$ cat src/rtl/mem_wb_stage_pkg.sv
// Shared opcode and register constants for the memory/writeback stage and the decoders
// that identify load, store and register-writing instructions.
package mem_wb_stage_pkg;

  localparam logic [4:0] OP_ALU  = 5'b00000;
  localparam logic [4:0] OP_ADDI = 5'b00101;
  localparam logic [4:0] OP_SW   = 5'b00111;
  localparam logic [4:0] OP_LW   = 5'b01000;
  localparam logic [4:0] OP_JAL  = 5'b00011;
  localparam logic [4:0] OP_SETX = 5'b10101;

  localparam logic [4:0] REG_RSTATUS = 5'd30;
  localparam logic [4:0] REG_RA      = 5'd31;

  localparam logic [31:0] NOP = 32'h0000_0000;

  // Opcode field of an instruction word.
  function automatic logic [4:0] insn_opcode(input logic [31:0] insn);
    return insn[31:27];
  endfunction

endpackage

$ cat src/rtl/mem_wb_stage_dffe.sv
// Pipeline latch cell: enable flop with synchronous reset and a synchronous clear.
// Reset beats clear, clear beats enable, so a flush wins over a stall.
module mem_wb_stage_dffe #(
  parameter int W = 1
) (
  input  logic         clk_i,
  input  logic         rst_i,
  input  logic         clr_i,
  input  logic         en_i,
  input  logic [W-1:0] d_i,
  output logic [W-1:0] q_o
);

  logic [W-1:0] q_q;

  // Register with reset > clear > enable priority.
  always_ff @(posedge clk_i) begin
    if (rst_i || clr_i) begin
      q_q <= '0;
    end else if (en_i) begin
      q_q <= d_i;
    end
  end

  assign q_o = q_q;

endmodule

$ cat src/rtl/mem_wb_stage_insn_dest_decode.sv
// Destination decode: flags loads/stores and resolves which register, if any, an
// instruction writes. Shared with the decode stage's hazard detection.
module insn_dest_decode
  import mem_wb_stage_pkg::*;
(
  input  logic [31:0] insn_i,
  output logic        is_lw_o,
  output logic        is_sw_o,
  output logic        writes_rd_o,
  output logic [4:0]  rd_o
);

  logic [4:0] op;
  logic       unused_low_bits;

  assign op              = insn_opcode(insn_i);
  assign unused_low_bits = ^insn_i[21:0];

  // Classify opcode; non-writers report rd = 0.
  always_comb begin
    is_lw_o     = 1'b0;
    is_sw_o     = 1'b0;
    writes_rd_o = 1'b0;
    rd_o        = 5'd0;
    case (op)
      OP_ALU, OP_ADDI: begin
        writes_rd_o = 1'b1;
        rd_o        = insn_i[26:22];
      end
      OP_LW: begin
        is_lw_o     = 1'b1;
        writes_rd_o = 1'b1;
        rd_o        = insn_i[26:22];
      end
      OP_SW: begin
        is_sw_o = 1'b1;
      end
      OP_JAL: begin
        writes_rd_o = 1'b1;
        rd_o        = REG_RA;
      end
      OP_SETX: begin
        writes_rd_o = 1'b1;
        rd_o        = REG_RSTATUS;
      end
      default: begin
        writes_rd_o = 1'b0;
      end
    endcase
  end

endmodule

$ cat src/rtl/mem_wb_stage.sv
// Memory stage plus M/W pipeline latch. Drives the synchronous-read dmem directly from
// the M inputs, latches results for writeback, and captures load data into a hold
// register on the first stalled edge so d_out stays put while dmem keeps re-reading.
module mem_wb_stage
  import mem_wb_stage_pkg::*;
#(
  parameter int ADDR_W = 12,
  parameter int DATA_W = 32
) (
  input  logic              clock,
  input  logic              reset,
  input  logic              stall,
  input  logic              flush,
  input  logic              valid_in,
  input  logic [31:0]       insn_in,
  input  logic [DATA_W-1:0] o_in,
  input  logic [DATA_W-1:0] b_in,
  output logic [ADDR_W-1:0] address_dmem,
  output logic [DATA_W-1:0] data,
  output logic              wren,
  input  logic [DATA_W-1:0] q_dmem,
  output logic              valid_out,
  output logic [31:0]       insn_out,
  output logic [DATA_W-1:0] o_out,
  output logic [DATA_W-1:0] d_out,
  output logic              rf_we_out,
  output logic [4:0]        rd_out,
  output logic              fwd_valid,
  output logic [DATA_W-1:0] fwd_data
);

  // M-stage decode
  logic       unused_m_is_lw;
  logic       m_is_sw;
  logic       m_writes;
  logic [4:0] m_rd;
  logic       rf_we_d;

  insn_dest_decode u_m_dec (
    .insn_i      (insn_in),
    .is_lw_o     (unused_m_is_lw),
    .is_sw_o     (m_is_sw),
    .writes_rd_o (m_writes),
    .rd_o        (m_rd)
  );

  assign address_dmem = o_in[ADDR_W-1:0];
  assign data         = b_in;
  assign wren         = valid_in & m_is_sw & ~stall & ~flush & ~reset;
  assign rf_we_d      = valid_in & m_writes & (m_rd != 5'd0);

  // M/W latch fields
  logic              valid_q;
  logic [31:0]       insn_q;
  logic              we_q;
  logic [DATA_W-1:0] o_q;
  logic [4:0]        rd_q;
  logic              adv_en;
  logic              data_en;

  assign adv_en  = ~stall;
  assign data_en = ~stall & ~flush;

  mem_wb_stage_dffe #(.W(1)) u_valid (
    .clk_i(clock), .rst_i(reset), .clr_i(flush), .en_i(adv_en), .d_i(valid_in), .q_o(valid_q)
  );
  mem_wb_stage_dffe #(.W(32)) u_insn (
    .clk_i(clock), .rst_i(reset), .clr_i(flush), .en_i(adv_en), .d_i(insn_in), .q_o(insn_q)
  );
  mem_wb_stage_dffe #(.W(1)) u_we (
    .clk_i(clock), .rst_i(reset), .clr_i(flush), .en_i(adv_en), .d_i(rf_we_d), .q_o(we_q)
  );
  mem_wb_stage_dffe #(.W(DATA_W)) u_o (
    .clk_i(clock), .rst_i(reset), .clr_i(1'b0), .en_i(data_en), .d_i(o_in), .q_o(o_q)
  );
  mem_wb_stage_dffe #(.W(5)) u_rd (
    .clk_i(clock), .rst_i(reset), .clr_i(1'b0), .en_i(data_en), .d_i(m_rd), .q_o(rd_q)
  );

  // W-stage decode
  logic       w_is_lw;
  logic       unused_w_is_sw;
  logic       unused_w_writes;
  logic [4:0] unused_w_rd;

  insn_dest_decode u_w_dec (
    .insn_i      (insn_q),
    .is_lw_o     (w_is_lw),
    .is_sw_o     (unused_w_is_sw),
    .writes_rd_o (unused_w_writes),
    .rd_o        (unused_w_rd)
  );

  // Load hold
  logic              hold_vld_q;
  logic              hold_vld_d;
  logic              capture;
  logic [DATA_W-1:0] hold_q;

  // Capture on the first stalled edge with a real load in W; drop the hold on advance.
  always_comb begin
    capture    = stall & ~flush & valid_q & w_is_lw & ~hold_vld_q;
    hold_vld_d = stall & (hold_vld_q | capture);
  end

  mem_wb_stage_dffe #(.W(DATA_W)) u_hold (
    .clk_i(clock), .rst_i(reset), .clr_i(1'b0), .en_i(capture), .d_i(q_dmem), .q_o(hold_q)
  );
  mem_wb_stage_dffe #(.W(1)) u_hold_vld (
    .clk_i(clock), .rst_i(reset), .clr_i(flush), .en_i(1'b1), .d_i(hold_vld_d), .q_o(hold_vld_q)
  );

  // W outputs and bypass
  assign valid_out = valid_q;
  assign insn_out  = insn_q;
  assign o_out     = o_q;
  assign rd_out    = rd_q;
  assign rf_we_out = we_q;
  assign d_out     = hold_vld_q ? hold_q : q_dmem;
  assign fwd_valid = we_q & (rd_q != 5'd0);
  assign fwd_data  = w_is_lw ? d_out : o_q;

endmodule

$ cat config.mk
export PLATFORM = sky130hd
export DESIGN_NAME = mem_wb_stage
export DESIGN_NICKNAME = d
export VERILOG_FILES = /design/src/rtl/mem_wb_stage_pkg.sv /design/src/rtl/mem_wb_stage_dffe.sv /design/src/rtl/mem_wb_stage_insn_dest_decode.sv /design/src/rtl/mem_wb_stage.sv
export SDC_FILE = /design/constraint.sdc
export NUM_CORES = 1
export LEC_CHECK = 0
export CAP_MARGIN = 20
export CORE_AREA = 2 2 123 125
export CTS_CLUSTER_DIAMETER = 120
export CTS_CLUSTER_SIZE = 25
export DETAILED_ROUTE_END_ITERATION = 16
export DIE_AREA = 0 0 125 127
export PLACE_DENSITY_LB_ADDON = 0.12
export SYNTH_ARGS = -nofsm -noshare
export SYNTH_HDL_FRONTEND = slang
export SYNTH_SLANG_ARGS = --single-unit
$ cat constraint.sdc
create_clock -name clock -period 2.4 [get_ports clock]
set_input_delay 0.48 -clock clock [delete_from_list [all_inputs] [get_ports clock]]
set_output_delay 0.48 -clock clock [all_outputs]
set_load 0.03 [all_outputs]
Yosys cells after proc, flatten, opt, wreduce, memory -nomap -nowiden
Cells that the tools add are included.
W data, S select, Z words.

word-level totals
  bits in registers = 104
  bits of input ports = 133
  output and inout bits = 181

cells by class
  eq/ne operators = 6
  multiplexer cells = 6
  bitwise operators = 18
  reductions and logical operators = 6

operators by type and width
  kind                  count
  $mux W32              2
  $pmux W5 S3           1
  $and A1 B1 Y1         13
  $eq A5 B3 Y1 const B  2
  $eq A5 B4 Y1 const B  2
  $reduce_bool A5 Y1    2
  $eq A5 B2 Y1 const B  1
  $eq A5 B5 Y1 const B  1
  $logic_not A5 Y1      1
  $reduce_or A5 Y1      1
  $not A1 Y1            4
  $mux W1               3
  $reduce_or A3 Y1      1
  $logic_or A1 B1 Y1    1
  $or A1 B1 Y1          1

Depth between registers and ports, before layout
  depth after elaboration = 7
  mapped depth = 8

Modules after synthesis
From an unflattened synthesis, not the netlist that was laid out.

unflattened totals
  cells, all modules = 521
  area, all modules = 5550.3 um^2

by module, submodules not included
  module                               times used  cells an instance  area an instance (um^2)  seq. area each (um^2)
  mem_wb_stage_dffe at u_hold ...      3           105                1156.1                   640.6
  mem_wb_stage                         1           129                1430.1                   0.0
  insn_dest_decode                     2           26                 172.7                    0.0
  mem_wb_stage_dffe at u_rd            1           16                 186.4                    100.1
  mem_wb_stage_dffe at u_hold_vld ...  3           3                  40.0                     20.0

Worst setup path after synthesis
No wires, ideal clock.

  path kind = flip-flop to output port
  start point = register u_hold_vld.q_q, in the netlist u_hold_vld.q_o
  end point = output fwd_data[10]
  data arrival time = 1.693 ns
  slack = 0.227 ns
  cell stages (with the launch flop) = 5
  cells stage by stage = dfxtp_1 -> clkbuf_1 -> clkbuf_1 -> mux2_2 -> mux2_2

between the ends
  longest elaborated chain between the ends = 2

ends and longest elaborated chain
  what                    line                     source
  from (decl)             mem_wb_stage_dffe.sv:14  logic [W-1:0] q_q;
  from (signal assigned)  mem_wb_stage_dffe.sv:21  q_q <= d_i;
  $mux W32                mem_wb_stage.sv:119      assign d_out = hold_vld_q ? hold_q : q_dmem;
  named net d_out[10]     mem_wb_stage.sv:25       output logic [DATA_W-1:0] d_out,
  $mux W32                mem_wb_stage.sv:121      assign fwd_data = w_is_lw ? d_out : o_q;
  to (decl)               mem_wb_stage.sv:29       output logic [DATA_W-1:0] fwd_data

The timed path passes the listed nets, and every way through them passes these cells.

Worst setup path after layout
  start point = register u_insn.q_q[29], in the netlist u_insn.q_o[29]
  end point = output fwd_data[5]

between the ends
  longest elaborated chain between the ends = 3

ends and longest elaborated chain
  what                    line                                 source
  from (decl)             mem_wb_stage_dffe.sv:14
  from (signal assigned)  mem_wb_stage_dffe.sv:21
  $eq A5 B4 Y1            -
  $mux W1                 mem_wb_stage_insn_dest_decode.sv:25  case (op)
  $mux W32                mem_wb_stage.sv:121

Every way passes these cells.

==> run summary <==
Post-Syn Nets = 668
CTS root buf = clkbuf_16
Pwr/cell area = 549.8 nW/um2
Yosys warnings = 0
Yosys top cell by area = dfxtp_1
Most frequent cells after synthesis = dfxtp_1, nor2_1, nand2_1, mux2_2, mux2i_1
Slowest stage cell, crit path = mux2_2
Total gr overflow = 0
Seq/Total Area, Yosys = 41.64%
Io pins = 314
Starting Density = 34.66%
Cells after synthesis = 535
Clock skew = 0.003659 ns
Peak fanout along the critical path = 5
Overall die area = 15,880 um2
Async S/R FF share, synth = 0%
Worst Tran Pin Value = 0.7480 ns
FMAX = 418.6 MHz
CP Capture Type = output pin
Synthesized area per cell = 9.345 um2
Area after DPL = 7400 um2
Most frequent cell after synthesis = dfxtp_1
Final core utilization = 54.28%
Nets = 876
RSZ-0062 raised after global routing = yes
Family with the most delay on the worst path = simple AND/OR/NAND/NOR gates
CP Cell Sequence = nor4_4 -> and2_4 -> buf_12 -> clkbuf_16 -> mux2_2 -> buf_6
Final Cell Area = 7829 um2
Outcome = finished clean
CP Data Required Time = 1.92 ns
Pleak = 3.103 nW
Hold slack = 0.4694 ns
Longest Clk Path Bufs = 2
Port Buffers = 249
Largest net degree at the start of global routing = 70
Critical path depth = 6
Main area contributors after synthesis = dfxtp_1, mux2_2, mux2i_1, buf_4, nor2_1
Worst Reg-to-Reg Cells = 9
Critical Path AT = 1.91 ns
Synth Register Bits = 104
GP Congestion = 0.7656
Slew headroom = 50.13%
Hold Fails Final Rpt = 0
Max-cap violations = 0
Detailed-route via count = 4,468
Synth Flop Type = dfxtp_1
CP peak stage delay = 0.34 ns
# DRC = 0
Cell variety after synth = 35
Drt initial violations = 147
Routed length per placed instance = 16.38 um
Detailed Routing Iterations Pass 1 = 4
Final WL = 15.27 mm
CTS tree = built
Final period util = 99.54%
Worst path bufs/invs = 3
Cells on Worst Hold Path = 2
Vias in the first global route = 4,432
EDFF count, synth = 0
Sink Count = 104
Layout cell share with drive strength beyond 1 = 20.59%
Peak VDD IR = 0.3003 mV
ANT cells = 0
Clock Pin Slew Worst Setup and Hold Paths = 0.06 ns
Worst setup SP type = register
# rows = 44
First-pass GRT wire length = 23.29 mm
Minimum clock period = 2.389 ns
Total Power = 0.004305 W
CTS Buf Count = 9
Register Area = 2086 um2
Final setup viols = 0
Antenna violations before repair = 0
Vias per cell = 4.794
Worst-skew pair later-pin latency = 0.34 ns
Max Slew Vio Count = 0
Die H = 127 um
Post-route ant nets = 0
Post-DP HPWL = 10.84 mm
Footprint of the multi-input gates = 2427 um2
CORE AREA = 14,420 um2
Area growth, synth to finish = 56.58%
GRT Total Usage = 18.15%
Worst hold-check path type = register to register
H-tree levels = 3
Crit path kind = register to output pin
Area fraction of the dominant cell type after synthesis = 41.64%
Hold buffer count at cts = 0
TNS Setup = 0 ns
Syn Std Cell Area = 5000 um2
Die Wd = 125 um
FILL cells = 1,326
metrics by stage:
stage,instances,worst slack [ns]
final,932,0.01096
after global routing,932,-0.09840
after CTS,926,-0.1258
after detailed placement,910,-0.1590
after global placement,910,-0.1330
after floorplan,535,0.2273
flip-flops by register name (all words and copies together), names as in the netlist:
name,count
u_hold.q_o,32
u_insn.q_o,32
u_o.q_o,32
u_rd.q_o,5
u_hold_vld.q_o,1
u_valid.q_o,1
u_we.q_o,1
cells in the final DEF, fill, tap and decap left out, drive strengths merged, types with 2 or more instances in the layout:
cell type	n
mux2i	64
a21oi	35
o21bai	2
nand2	68
clkbuf	15
or2	2
nor3b	5
mux2	64
dfxtp	104
o2111ai	2
nor4	2
o21ai	7
bufinv	2
dlygate4sd2	30
and4	2
a311oi	2
o211ai	2
buf	66
inv	4
clkdlybuf4s50	181
nor2	75
cell families after synthesis:
| family | after synthesis | share of synthesized area, % |
|---|---|---|
| flip-flops | 104 | 41.64 |
| AO/OA/AOI/OAI | 55 | 6.256 |
| AND/OR/NAND/NOR | 161 | 13.51 |
| multiplexers | 128 | 27.23 |
| buffers and inverters | 87 | 11.36 |
metal layers:
metal  wire [um]  global-route usage, %  vias to the layer above
met4         289                  6.405                        0
met2        7398                  30.91                      173
met5           0                      0                        -
met3        1247                  6.198                       22
li1            -                      -                     2173
met1        6329                  21.39                     2100
where the power goes:
part	internal [W]	total, W	switching (W)
combinational	0.000457	0.000938	0.000482
clock	0.000943	0.00156	0.000616
sequential	0.00177	0.00181	0.0000344
total	0.00317	0.00430	0.00113
worst min-delay path: cells and delay by family (launching register included):
family	cells	cell delay [ns]
compound gates	1	0.05
flops	1	0.32
simple gates	1	0.05
area by class of cell:
| class | instances | area share, % |
|---|---|---|
| multi-input combinational | 344 | 31.01 |
| clock inverter | 3 | 0.8311 |
| tap | 184 | 2.941 |
| timing repair buffer | 280 | 35.19 |
| sequential | 104 | 26.64 |
| inverter | 4 | 0.1918 |
| clock buffer | 13 | 3.196 |
what timing repair did:
action / CTS / global route
gates cloned: 0 / 3
endpoints found under the setup margin: 63 / 33
gates resized for setup: 181 / 89
pin swaps: 1 / 2
setup buffers: 0 / 3
final timing paths:
| check | startpoint | slack (ns) | end |
|---|---|---|---|
| max | u_insn.q_o[29] | 0.01 | fwd_data[5] |
| min | u_o.q_o[2] | 0.47 | u_o.q_o[2] |
| max reg2reg | u_insn.q_o[29] | 0.21 | u_hold.q_o[3] |
| min reg2reg | u_o.q_o[2] | 0.47 | u_o.q_o[2] |
Note: power is estimated with default switching activity, not from simulation.
